[src/rtl/button_conditioner_pkg.sv]
// Shared constants and types for the five-button conditioner: button indices,
// default timing, per-channel FSM states and the channel status payload.
package button_conditioner_pkg;

  localparam int unsigned NUM_BTN = 5;

  localparam int unsigned BTN_U = 0;
  localparam int unsigned BTN_D = 1;
  localparam int unsigned BTN_L = 2;
  localparam int unsigned BTN_R = 3;
  localparam int unsigned BTN_M = 4;

  localparam int unsigned DEF_DEBOUNCE_CYCLES = 250000;
  localparam int unsigned DEF_REPEAT_DELAY    = 50000000;
  localparam int unsigned DEF_REPEAT_PERIOD   = 12500000;

  typedef enum logic [1:0] {
    CH_IDLE      = 2'd0,
    CH_HOLD_WAIT = 2'd1,
    CH_REPEAT    = 2'd2
  } chan_state_e;

  typedef struct packed {
    logic pressed;
    logic press_pulse;
    logic release_pulse;
    logic repeat_pulse;
  } chan_out_t;

  function automatic int unsigned max_u(input int unsigned a, input int unsigned b);
    return (a > b) ? a : b;
  endfunction

endpackage

[src/rtl/button_conditioner_button_channel.sv]
// One button: 2-flop synchronizer, debounce counter, hold/repeat FSM and
// registered pulse outputs.
module button_channel
  import button_conditioner_pkg::*;
#(
  parameter int unsigned DEBOUNCE_CYCLES = DEF_DEBOUNCE_CYCLES,
  parameter int unsigned REPEAT_DELAY    = DEF_REPEAT_DELAY,
  parameter int unsigned REPEAT_PERIOD   = DEF_REPEAT_PERIOD
) (
  input  logic      clk,
  input  logic      reset,
  input  logic      push,
  input  logic      repeat_en,
  output chan_out_t status,
  output logic      press_set_c
);

  localparam int unsigned DW       = $clog2(DEBOUNCE_CYCLES + 1);
  localparam int unsigned HOLD_MAX = max_u(REPEAT_DELAY, REPEAT_PERIOD);
  localparam int unsigned HW       = $clog2(HOLD_MAX + 1);

  logic          sync1;
  logic          sync2;
  logic [DW-1:0] deb_cnt;
  logic [DW-1:0] deb_cnt_d;
  logic [HW-1:0] hold_cnt;
  logic [HW-1:0] hold_cnt_d;
  chan_state_e   state;
  chan_state_e   state_d;
  logic          pressed_d;
  logic          press_d;
  logic          rel_d;
  logic          rpt_d;

  // Metastability guard for the raw asynchronous button
  always_ff @(posedge clk) begin
    if (reset) begin
      sync1 <= 1'b0;
      sync2 <= 1'b0;
    end else begin
      sync1 <= push;
      sync2 <= sync1;
    end
  end

  always_ff @(posedge clk) begin
    if (reset) begin
      state                <= CH_IDLE;
      deb_cnt              <= '0;
      hold_cnt             <= '0;
      status.pressed       <= 1'b0;
      status.press_pulse   <= 1'b0;
      status.release_pulse <= 1'b0;
      status.repeat_pulse  <= 1'b0;
    end else begin
      state                <= state_d;
      deb_cnt              <= deb_cnt_d;
      hold_cnt             <= hold_cnt_d;
      status.pressed       <= pressed_d;
      status.press_pulse   <= press_d;
      status.release_pulse <= rel_d;
      status.repeat_pulse  <= rpt_d;
    end
  end

  always_comb begin
    deb_cnt_d   = deb_cnt;
    hold_cnt_d  = hold_cnt;
    state_d     = state;
    pressed_d   = status.pressed;
    press_d     = 1'b0;
    rel_d       = 1'b0;
    rpt_d       = 1'b0;
    press_set_c = 1'b0;

    // Debounce: a level change is accepted after DEBOUNCE_CYCLES differing samples
    if (sync2 == status.pressed) begin
      deb_cnt_d = '0;
    end else if (deb_cnt == DW'(DEBOUNCE_CYCLES - 1)) begin
      deb_cnt_d = '0;
      pressed_d = sync2;
      press_d   = sync2;
      rel_d     = ~sync2;
    end else begin
      deb_cnt_d = deb_cnt + DW'(1);
    end

    // Release takes priority over a repeat falling on the same edge
    unique case (state)
      CH_IDLE: begin
        hold_cnt_d = '0;
        if (press_d) begin
          state_d = CH_HOLD_WAIT;
        end
      end
      CH_HOLD_WAIT: begin
        if (rel_d) begin
          state_d    = CH_IDLE;
          hold_cnt_d = '0;
        end else if (!repeat_en) begin
          hold_cnt_d = '0;
        end else if (hold_cnt == HW'(REPEAT_DELAY - 1)) begin
          rpt_d      = 1'b1;
          hold_cnt_d = '0;
          state_d    = CH_REPEAT;
        end else begin
          hold_cnt_d = hold_cnt + HW'(1);
        end
      end
      CH_REPEAT: begin
        if (rel_d) begin
          state_d    = CH_IDLE;
          hold_cnt_d = '0;
        end else if (!repeat_en) begin
          hold_cnt_d = '0;
          state_d    = CH_HOLD_WAIT;
        end else if (hold_cnt == HW'(REPEAT_PERIOD - 1)) begin
          rpt_d      = 1'b1;
          hold_cnt_d = '0;
        end else begin
          hold_cnt_d = hold_cnt + HW'(1);
        end
      end
      default: begin
        state_d    = CH_IDLE;
        hold_cnt_d = '0;
      end
    endcase

    press_set_c = press_d;
  end

endmodule

[src/rtl/button_conditioner.sv]
// Five-button front panel conditioner: one button_channel per button plus a
// registered any_press aligned with the per-button press pulses.
module button_conditioner
  import button_conditioner_pkg::*;
#(
  parameter int unsigned DEBOUNCE_CYCLES = DEF_DEBOUNCE_CYCLES,
  parameter int unsigned REPEAT_DELAY    = DEF_REPEAT_DELAY,
  parameter int unsigned REPEAT_PERIOD   = DEF_REPEAT_PERIOD
) (
  input  logic               clk,
  input  logic               reset,
  input  logic [NUM_BTN-1:0] push,
  input  logic [NUM_BTN-1:0] repeat_en,
  output logic [NUM_BTN-1:0] pressed,
  output logic [NUM_BTN-1:0] press_pulse,
  output logic [NUM_BTN-1:0] release_pulse,
  output logic [NUM_BTN-1:0] repeat_pulse,
  output logic               any_press
);

  chan_out_t          ch_out [NUM_BTN];
  logic [NUM_BTN-1:0] press_set_c;

  button_channel #(
    .DEBOUNCE_CYCLES(DEBOUNCE_CYCLES),
    .REPEAT_DELAY   (REPEAT_DELAY),
    .REPEAT_PERIOD  (REPEAT_PERIOD)
  ) u_btn_u (
    .clk        (clk),
    .reset      (reset),
    .push       (push[BTN_U]),
    .repeat_en  (repeat_en[BTN_U]),
    .status     (ch_out[BTN_U]),
    .press_set_c(press_set_c[BTN_U])
  );

  button_channel #(
    .DEBOUNCE_CYCLES(DEBOUNCE_CYCLES),
    .REPEAT_DELAY   (REPEAT_DELAY),
    .REPEAT_PERIOD  (REPEAT_PERIOD)
  ) u_btn_d (
    .clk        (clk),
    .reset      (reset),
    .push       (push[BTN_D]),
    .repeat_en  (repeat_en[BTN_D]),
    .status     (ch_out[BTN_D]),
    .press_set_c(press_set_c[BTN_D])
  );

  button_channel #(
    .DEBOUNCE_CYCLES(DEBOUNCE_CYCLES),
    .REPEAT_DELAY   (REPEAT_DELAY),
    .REPEAT_PERIOD  (REPEAT_PERIOD)
  ) u_btn_l (
    .clk        (clk),
    .reset      (reset),
    .push       (push[BTN_L]),
    .repeat_en  (repeat_en[BTN_L]),
    .status     (ch_out[BTN_L]),
    .press_set_c(press_set_c[BTN_L])
  );

  button_channel #(
    .DEBOUNCE_CYCLES(DEBOUNCE_CYCLES),
    .REPEAT_DELAY   (REPEAT_DELAY),
    .REPEAT_PERIOD  (REPEAT_PERIOD)
  ) u_btn_r (
    .clk        (clk),
    .reset      (reset),
    .push       (push[BTN_R]),
    .repeat_en  (repeat_en[BTN_R]),
    .status     (ch_out[BTN_R]),
    .press_set_c(press_set_c[BTN_R])
  );

  button_channel #(
    .DEBOUNCE_CYCLES(DEBOUNCE_CYCLES),
    .REPEAT_DELAY   (REPEAT_DELAY),
    .REPEAT_PERIOD  (REPEAT_PERIOD)
  ) u_btn_m (
    .clk        (clk),
    .reset      (reset),
    .push       (push[BTN_M]),
    .repeat_en  (repeat_en[BTN_M]),
    .status     (ch_out[BTN_M]),
    .press_set_c(press_set_c[BTN_M])
  );

  always_comb begin
    pressed       = '0;
    press_pulse   = '0;
    release_pulse = '0;
    repeat_pulse  = '0;
    for (int unsigned i = 0; i < NUM_BTN; i++) begin
      pressed[i]       = ch_out[i].pressed;
      press_pulse[i]   = ch_out[i].press_pulse;
      release_pulse[i] = ch_out[i].release_pulse;
      repeat_pulse[i]  = ch_out[i].repeat_pulse;
    end
  end

  // Registered from the channels' next-press terms so it lines up with press_pulse
  always_ff @(posedge clk) begin
    if (reset) begin
      any_press <= 1'b0;
    end else begin
      any_press <= |press_set_c;
    end
  end

endmodule

[config.mk]
export PLATFORM = sky130hd
export DESIGN_NAME = button_conditioner
export DESIGN_NICKNAME = d
export VERILOG_FILES = /design/src/rtl/button_conditioner_pkg.sv /design/src/rtl/button_conditioner_button_channel.sv /design/src/rtl/button_conditioner.sv
export SDC_FILE = /design/constraint.sdc
export NUM_CORES = 1
export LEC_CHECK = 0
export BUFFER_PORTS_ARGS = -buffer_cell sky130_fd_sc_hd__buf_2
export CORE_MARGIN = 10
export CORE_UTILIZATION = 55
export CTS_CLUSTER_DIAMETER = 100
export DETAILED_ROUTE_END_ITERATION = 8
export PLACE_DENSITY = 0.68
export SETUP_SLACK_MARGIN = 0.05
export SYNTH_ARGS = -nofsm -noshare
export SYNTH_HDL_FRONTEND = slang
export SYNTH_SLANG_ARGS = --single-unit
[constraint.sdc]
create_clock -name clk -period 3 [get_ports clk]
set_input_delay 0.6 -clock clk [delete_from_list [all_inputs] [get_ports clk]]
set_output_delay 0.6 -clock clk [all_outputs]
set_load 0.05 [all_outputs]
### After elaboration in Yosys (flattened, before gate mapping)

Index checks and enable logic that the tools add are counted.

* output and inout port bits: 21
* word-level logic and storage cells: 262
* input port bits: 12
* bits in registers: 261

* $add $sub $neg: 10
* bitwise gates (word level): 10
* equal/unequal tests: 50
* reductions and logical operators: 21
* mux-type cells: 125

Operators with widths (count)
* 26-bit 2-to-1 mux: 30
* 26-bit case mux with 2 select lines: 5
* 26-bit by 1-bit adder with 26-bit output (second input constant): 5
* 26-bit by 24-bit equality test with 1-bit output (second input constant): 5
* 26-bit equality test (second input constant): 5
* 18-bit by 1-bit adder with 18-bit output (second input constant): 5
* 18-bit equality test (second input constant): 5
* 2-bit 2-to-1 mux: 30
* 1-bit 2-to-1 mux: 50
* 3-bit by 2-bit != test with 1-bit output (second input constant): 10
* 2-bit case mux with 3 select lines: 5
* 4-bit AND reduction: 5
* 3-bit by 1-bit != test with 1-bit output (second input constant): 5
* 3-bit OR reduction: 5
* 2-bit by 1-bit equality test with 1-bit output (second input constant): 5
* 2-bit equality test (second input constant): 5
* 2-bit zero test: 5
* 2-bit by 1-bit != test with 1-bit output (second input constant): 5
* 1-bit NOT: 10
* 1-bit case mux with 2 select lines: 5
* 2-bit AND reduction: 5
* 1-bit equality test: 5
* 5-bit OR reduction: 1

### Depth between registers and ports, before layout

Gate-level depths: netlist of run 1.

* word-level depth: 5
* mapped depth: 8
* mapped depth without buffers: 6

### Cells and area by module

From an unflattened synthesis of run 1, not the netlist that was laid out.

* cells, all modules: 1424
* area total of the unflattened synthesis: 12396.9 µm²

Modules (own cells, without submodules)
* button_channel at u_btn_d ...: sequential area each 1041.0 µm², instances 4, cells each 284, area each 2453.6 µm²
* button_channel at u_btn_u: sequential area each 1041.0 µm², instances 1, cells each 284, area each 2548.7 µm²
* button_conditioner: sequential area each 20.0 µm², instances 1, cells each 4, area each 33.8 µm²

### Worst setup path before layout of run 1

No wires, ideal clock.

* kind: flip-flop to flip-flop
* start: reg u_btn_d.deb_cnt[5]
* end: reg u_btn_d.state[0]
* arrival: 2113 ps
* path slack: 752 ps
* buffers on the path: 0
* setup time: 135 ps
* stages on the path, launching flop included: 6
* data required time: 2865 ps
* period minus slack after synthesis: 2248 ps
* path through: dfxtp_1 > or4b_4 > or3_4 > o41a_1 > o311ai_0 > o41ai_1

* longest elaborated chain between the ends: 5
* elaborated cells between the ends (all ways): 13
* those cells by class: eq/ne (5); mux (7); reduce/logical (1)

Ends and longest elaborated chain
* start, declared: line button_conditioner_button_channel.sv:24 `logic [DW-1:0] deb_cnt;`
* start signal, assigned: line button_conditioner_button_channel.sv:57 `deb_cnt <= deb_cnt_d;`
* 18-bit equality test (*): line button_conditioner_button_channel.sv:79 `end else if (deb_cnt == DW'(DEBOUNCE_CYCLES - 1)) begin`
* 1-bit 2-to-1 mux: line button_conditioner_button_channel.sv:79
* 1-bit 2-to-1 mux: line button_conditioner_button_channel.sv:77 `if (sync2 == status.pressed) begin`
* 3-bit by 1-bit != test with 1-bit output (no source line), or another cell as far along
* 4-bit AND reduction (no source line) / 2-bit case mux with 3 select lines (equally long branches)
* end signal, assigned: line button_conditioner_button_channel.sv:56 `state <= state_d;`
* end, declared: line button_conditioner_button_channel.sv:28 `chan_state_e state;`

Mark *: on every way between the ends. The rest lies on a longest branch, timed or not.
A chain may end at the register's enable or synchronous reset.

### Worst setup path after layout of run 1

* start: reg u_btn_d.hold_cnt[16]
* end: reg u_btn_d.hold_cnt[9]

* longest elaborated chain between the ends: 5
* elaborated cells between the ends (all ways): 9
* those cells by class: eq/ne (2); mux (7)

Ends and longest elaborated chain
* start, declared: line button_conditioner_button_channel.sv:26 `logic [HW-1:0] hold_cnt;`
* start signal, assigned: line button_conditioner_button_channel.sv:58 `hold_cnt <= hold_cnt_d;`
* 26-bit by 24-bit equality test with 1-bit output / 26-bit equality test (equally long branches): line button_conditioner_button_channel.sv:117, button_conditioner_button_channel.sv:102
* 26-bit 2-to-1 mux (on tied branches): line button_conditioner_button_channel.sv:117, button_conditioner_button_channel.sv:102
* 26-bit 2-to-1 mux (on tied branches): line button_conditioner_button_channel.sv:114, button_conditioner_button_channel.sv:100
* 26-bit 2-to-1 mux (on tied branches): line button_conditioner_button_channel.sv:111, button_conditioner_button_channel.sv:97
* 26-bit case mux with 2 select lines (*): line button_conditioner_button_channel.sv:89 `unique case (state)`

Marks and branches as above.

==> results of run 1 <==
==> cell families (layout without fill, tap and decap cells) <==
kind of cell	after synthesis	count (layout)	synth area share, %
AO/OA/AOI/OAI	67	67	3.93
XOR/XNOR	198	198	14.3
AND/OR/NAND/NOR	759	759	32.3
flip-flops	261	261	43.1
buffers and inverters	72	141	2.30
multiplexers	11	11	0.919
adder cells (fa/ha/maj)	30	30	3.10
==> area by class of cell <==
class / instances / area share [%]
clock buffer: 38 / 5.73
timing repair buffer: 55 / 2.45
tap: 280 / 2.57
clock inverter: 11 / 1.18
multi-input combinational: 1065 / 48.7
inverter: 37 / 1.02
sequential: 261 / 38.4
==> worst register-to-register path, delay by kind of cell, from the launching register on <==
family	cells	cell delay (ps)
simple gates	3	1160
compound gates	2	810
flops	1	350
==> layer usage <==
layer	track usage, %	up-vias
met4	4.92	0
li1	-	5019
met5	0	-
met3	2.84	36
met2	27.2	146
met1	22.9	4477
==> metrics by stage <==
step / instances / setup WS [ps] / utilization [%] / power, uW / hold slack [ps]
4_1_cts: 1747 / 216 / 62.5 / 7130 / 253
5_1_grt: 1747 / 343 / 62.6 / 7260 / 283
6_report: 1747 / 543 / 62.6 / 7040 / 270
3_5_place_dp: 1698 / 218 / 58.2 / 3610 / 430
2_1_floorplan: 1398 / 752 / - / 3590 / 413
3_3_place_gp: 1698 / 317 / 58.2 / 3610 / 416
==> sequential cells by signal (all words and copies together), names as in the netlist, 26 cells and up <==
register          count
u_btn_u.hold_cnt     26
u_btn_m.hold_cnt     26
u_btn_d.hold_cnt     26
u_btn_l.hold_cnt     26
u_btn_r.hold_cnt     26
==> cells in the final DEF, fill, tap and decap left out, types with 7 or more instances in the layout <==
cell and count:
nand3_1 87, nand2_1 100, nor4_1 52, clkbuf_1 7, mux2i_1 10, xor2_1 106
and4_1 18, and3_1 33, and2_1 11, nand4_1 62, nor3_1 71, and4b_1 7
buf_2 32, nor2b_1 11, a21oi_1 20, or4_1 10, nor2_1 235, nand2b_1 12
xnor2_1 92, clkbuf_16 29, buf_4 23, ha_1 30, dfxtp_1 261, inv_1 37
nand4b_1 8, or3_1 11
==> power by group <==
group          total (uW)  internal, uW  leakage (uW)  switching [uW]
combinational        56.2          18.6       0.00181            37.6
clock                3500          2150      0.000456            1350
sequential           3480          3470       0.00210            4.98
total                7040          5640       0.00437            1390
==> worst paths after layout <==
check                           depth (start not counted)                  end  slack, ps            startpoint
worst max-delay path                                    5  u_btn_d.hold_cnt[9]        540  u_btn_d.hold_cnt[16]
worst min-delay path                                    2        u_btn_u.sync1        270               push[0]
worst max register to register                          5  u_btn_d.hold_cnt[9]        540  u_btn_d.hold_cnt[16]
worst min register to register                          1        u_btn_m.sync2        440         u_btn_m.sync1
==> run_results.csv, run 1 <==
group,metric,value,unit
cells_and_area,nets,1490,
floorplanning,fp.dieW,168,um
sta,maxSlewHeadroom,50.6,%
clock_tree,cts_buffers,28,
global_routing,grt-ovfl-total,0,
floorplanning,coreArea,21800,um^2
floorplanning,ios,33,
floorplanning,die-area,28400,um^2
yosys,synth_top_area_cell,"dfxtp_1",
cells_and_area,areaGrowthSynthToFinish,12.4,%
worst_setup_path,crit_slowest_cell,"o2111ai_4",
detailed_routing,wl_met3,980,um
global_routing,grt_usage,16.9,%
yosys,synth-seq-area-share,43.1,%
yosys,synth-seq-cells,261,
detailed_routing,dr.pass1.iters,5,
placed_design,port_buffers,32,
detailed_routing,wire_per_inst,14.1,um
yosys,async_reset_ff_share,0,%
worst_setup_path,slowest_delay,620,ps
yosys,syn_area_per_cell,8.66,um^2
yosys,synth_common_cells,"dfxtp_1 (261), nor2_1 (235), xor2_1 (106)",
detailed_routing,dr_wl_met2,11000,um
detailed_routing,viasPerCell,5.54,
worst_setup_path,critPathTopFamily,"simple AND/OR/NAND/NOR gates",
yosys,syn-num-nets,1440,
worst_setup_path,crit_chain,"or4b_1, nor4_1, a21oi_1, o2111ai_4, nor2_1",
yosys,synth_top_area_share,43.1,%
status,outcome,"finished, final reports clean",
clock_tree,insertion_delay,550,ps
sta,finalSetupViolCount,0,
clock_tree,cts_sinks,261,
worst_setup_path,cp.buffers_inverters,0,
sta,period_minus_slack,2460,ps
worst_setup_path,worst_ep_required_time,3400,ps
yosys,synth.distinct_cells,63,
worst_setup_path,start_kind,"flop",
floorplanning,start_util,55.7,%
worst_setup_path,cp_max_fo,25,
placed_design,dpl-instance-area,12700,um^2
yosys,netlist_instances,1398,
sta,setup_tns,0,ps
worst_setup_path,end_kind,"flop",
worst_hold_path,hp-class,"in -> reg",
cells_and_area,antenna_cells,0,
yosys,yosysMostFrequentCell,"dfxtp_1",
sta,slew_violations,0,
yosys,yosysWarningCount,0,
power,powerDensity,517,nW/um^2
clock_tree,root_buffer,"clkbuf_16",
cells_and_area,regArea,5230,um^2
yosys,syn-cell-area,12100,um^2
cells_and_area,multi_input_area,6620,um^2
sta,finalCritPeriodShare,81.9,%
sta,hold_viol_final,0,
detailed_routing,met1Wirelength,12000,um
yosys,ys_top_cells_by_area,"dfxtp_1 (43%), xor2_1 (7.7%), nor2_1 (7.3%), xnor2_1 (6.7%), nand3_1 (3.6%)",
floorplanning,fp.dieH,168,um
clock_tree,cts_setup_buffers,0,
power,cellLeakagePower,0.00437,uW
yosys,ys.flop_type,"dfxtp_1",
floorplanning,rows,54,
job,cap_viol_max_count,0,
yosys,synth_edf_count,0,
power,irDropWorstVdd,0.000416,V
worst_setup_path,cp.arrival,2850,ps
global_routing,antenna_found_initial,0,
clock_tree,postCtsResizedCells,0,
cells_and_area,drive_above_1_share,7.36,%
cells_and_area,final_cell_area,13600,um^2
sta,rsz0062_at_grt,"false",
global_routing,first_global_vias,9208,
detailed_routing,drt-total-wl,24600,um
detailed_routing,drt_iter0_drc,584,
sta,fmax,0.407,GHz
worst_setup_path,path_class,"reg -> reg",
clock_tree,cts_tree,"yes",
detailed_routing,ant_nets,0,
global_routing,grt_max_degree,27,
clock_tree,clock_path_buffers,3,
cells_and_area,nFillCells,1923,
detailed_routing,route.detailed.drc,0,
global_routing,grt_pass1_wl,42600,um
clock_tree,htree_levels,1,
clock_tree,clkTransAtPathRegs,60,ps
clock_tree,hold_buffers,0,
detailed_routing,top_layer,"met4",
sta,worst_pin_slew,736,ps
detailed_routing,vias,9678,
placed_design,gp_congestion,0.826,
sta,finalClockSkew,19.6,ps
placed_design,dpl.hpwl,16800,um
No activity file was read; power rests on OpenSTA's default activity.
==> inputs of run 2 (changes only) <==
==> constraint.sdc (replaced) <==
create_clock -name clk -period 2.4 [get_ports clk]
set_input_delay 0.48 -clock clk [delete_from_list [all_inputs] [get_ports clk]]
set_output_delay 0.48 -clock clk [all_outputs]
set_load 0.05 [all_outputs]
==> run_results.csv, run 2 (synthesis results as in run 1) <==
group,metric,value,unit
floorplanning,start_util,55.7,%
sta,finalWorstSetupSlack,108,ps
detailed_routing,viasPerCell,5.54,
sta,fin_hold_ws,151,ps
cells_and_area,layout_commonest_cell,"dfxtp_1",
placed_design,dpl.hpwl,16900,um
sta,maxSlewHeadroom,56.0,%
worst_setup_path,cp_max_fo,7,
clock_tree,clock_path_buffers,3,
worst_setup_path,cp.buffers_inverters,0,
detailed_routing,vias,9818,
cells_and_area,layout_common_cells,"dfxtp_1 (261), nor2_1 (235), xor2_1 (106), nand2_1 (100), xnor2_1 (92)",
clock_tree,cts_buffers,29,
placed_design,dp_slack,33.3,ps
clock_tree,cts_tree,"yes",
global_routing,antenna_found_initial,0,
clock_tree,root_buffer,"clkbuf_16",
floorplanning,die-area,28400,um^2
sta,fmax,0.436,GHz
global_routing,grt_pass1_wl,43200,um
worst_setup_path,crit_chain,"or4b_2, nor4_1, a221oi_1, o311ai_2, o41ai_2",
job,cap_viol_max_count,0,
cells_and_area,areaGrowthSynthToFinish,14.5,%
global_routing,grt_usage,17.1,%
sta,finalClockSkew,16.8,ps
detailed_routing,dr.pass1.iters,8,
placed_design,port_buffers,32,
sta,slew_violations,0,
floorplanning,fp.dieH,168,um
power,irDropWorstVdd,0.000587,V
global_routing,first_global_vias,9473,
floorplanning,rows,54,
detailed_routing,drt-total-wl,24800,um
cells_and_area,drive_above_1_share,9.26,%
worst_setup_path,start_kind,"flop",
detailed_routing,ant_nets,0,
sta,finalCritPeriodShare,95.5,%
worst_setup_path,slowest_delay,670,ps
worst_setup_path,worst_ep_required_time,2800,ps
cells_and_area,nets,1511,
sta,finalSetupViolCount,0,
cells_and_area,antenna_cells,0,
placed_design,gp_congestion,0.828,
clock_tree,insertion_delay,550,ps
detailed_routing,route.detailed.drc,0,
worst_setup_path,end_kind,"flop",
clock_tree,cts_sinks,261,
detailed_routing,drt_iter0_drc,470,
power,cellLeakagePower,0.00453,uW
worst_setup_path,path_class,"reg -> reg",
floorplanning,ios,33,
worst_hold_path,hp-class,"in -> reg",
status,outcome,"finished, final reports clean",
clock_tree,hold_buffers,0,
worst_setup_path,critPathTopFamily,"simple AND/OR/NAND/NOR gates",
worst_setup_path,cp.arrival,2690,ps
power,powerDensity,643,nW/um^2
worst_setup_path,crit_slowest_cell,"or4b_2",
sta,hold_viol_final,0,
detailed_routing,wire_per_inst,14.0,um
sta,worst_pin_slew,654,ps
global_routing,grt-ovfl-total,0,
clock_tree,cts_setup_buffers,0,
clock_tree,htree_levels,1,
clock_tree,clkTransAtPathRegs,60,ps
sta,period_minus_slack,2290,ps
global_routing,grt_max_degree,28,
floorplanning,fp.dieW,168,um
floorplanning,coreArea,21800,um^2
cells_and_area,nFillCells,1899,
## run 2: cell types whose count changed in the layout (fill, tap and decap cells not counted), sizes merged
cell      previous run  this run
inv                 37        38
clkinv               5         7
clkinvlp             2         1
buf                 55        75
clkbuf              38        41
bufinv               4         3
## run 2: worst paths after layout
kind,from,to,slack (ps),depth (start not counted)
max,u_btn_d.hold_cnt[10],u_btn_d.state[0],110,5
min,push[3],u_btn_r.sync1,150,2
max reg2reg,u_btn_d.hold_cnt[10],u_btn_d.state[0],110,5
min reg2reg,u_btn_l.deb_cnt[0],u_btn_l.deb_cnt[0],440,1
## run 2: layout make-up
type,instances,area (um^2),share of cell area [%]
multi-input cells,1065,6640,47.9
well taps,280,350,2.53
clock inverters,12,141,1.02
clock buffers,41,841,6.06
flip-flops and latches,261,5230,37.7
repair buffers,75,533,3.84
inverters,37,139,1.00
## run 2: metrics by stage
| stage | cells | util, % | power, uW | area (um^2) | setup TNS [ps] |
|---|---|---|---|---|---|
| 3_5_place_dp | 1718 | 59.1 | 4520 | 12900 | 0 |
| 4_1_cts | 1771 | 63.6 | 9030 | 13800 | 0 |
| 5_1_grt | 1771 | 63.7 | 9200 | 13900 | -2.17 |
| 3_3_place_gp | 1718 | 59.1 | 4510 | 12900 | 0 |
| 6_report | 1771 | 63.7 | 8920 | 13900 | 0 |
| 2_1_floorplan | 1398 | - | 4480 | 12100 | 0 |
## run 2: report_power, final
group | switching (uW) | internal (uW) | total [uW]
clock | 1750 | 2750 | 4500
sequential | 6.74 | 4340 | 4350
combinational | 47.3 | 23.1 | 70.5
## run 2: repair_timing
action	CTS	global route
pin swaps	0	2
gates resized for setup	1	5
endpoints found under the setup margin	1	5
hold endpoints to repair	0	0
## run 2: metal layers
| metal | global-route usage, % | vias to the layer above | part of all wire [%] |
|---|---|---|---|
| met5 | 0 | - | 0 |
| met4 | 4.66 | 0 | 2.2 |
| met3 | 2.98 | 44 | 3.7 |
| met2 | 28.1 | 109 | 46 |
| met1 | 22.5 | 4608 | 49 |
| li1 | - | 5057 | - |
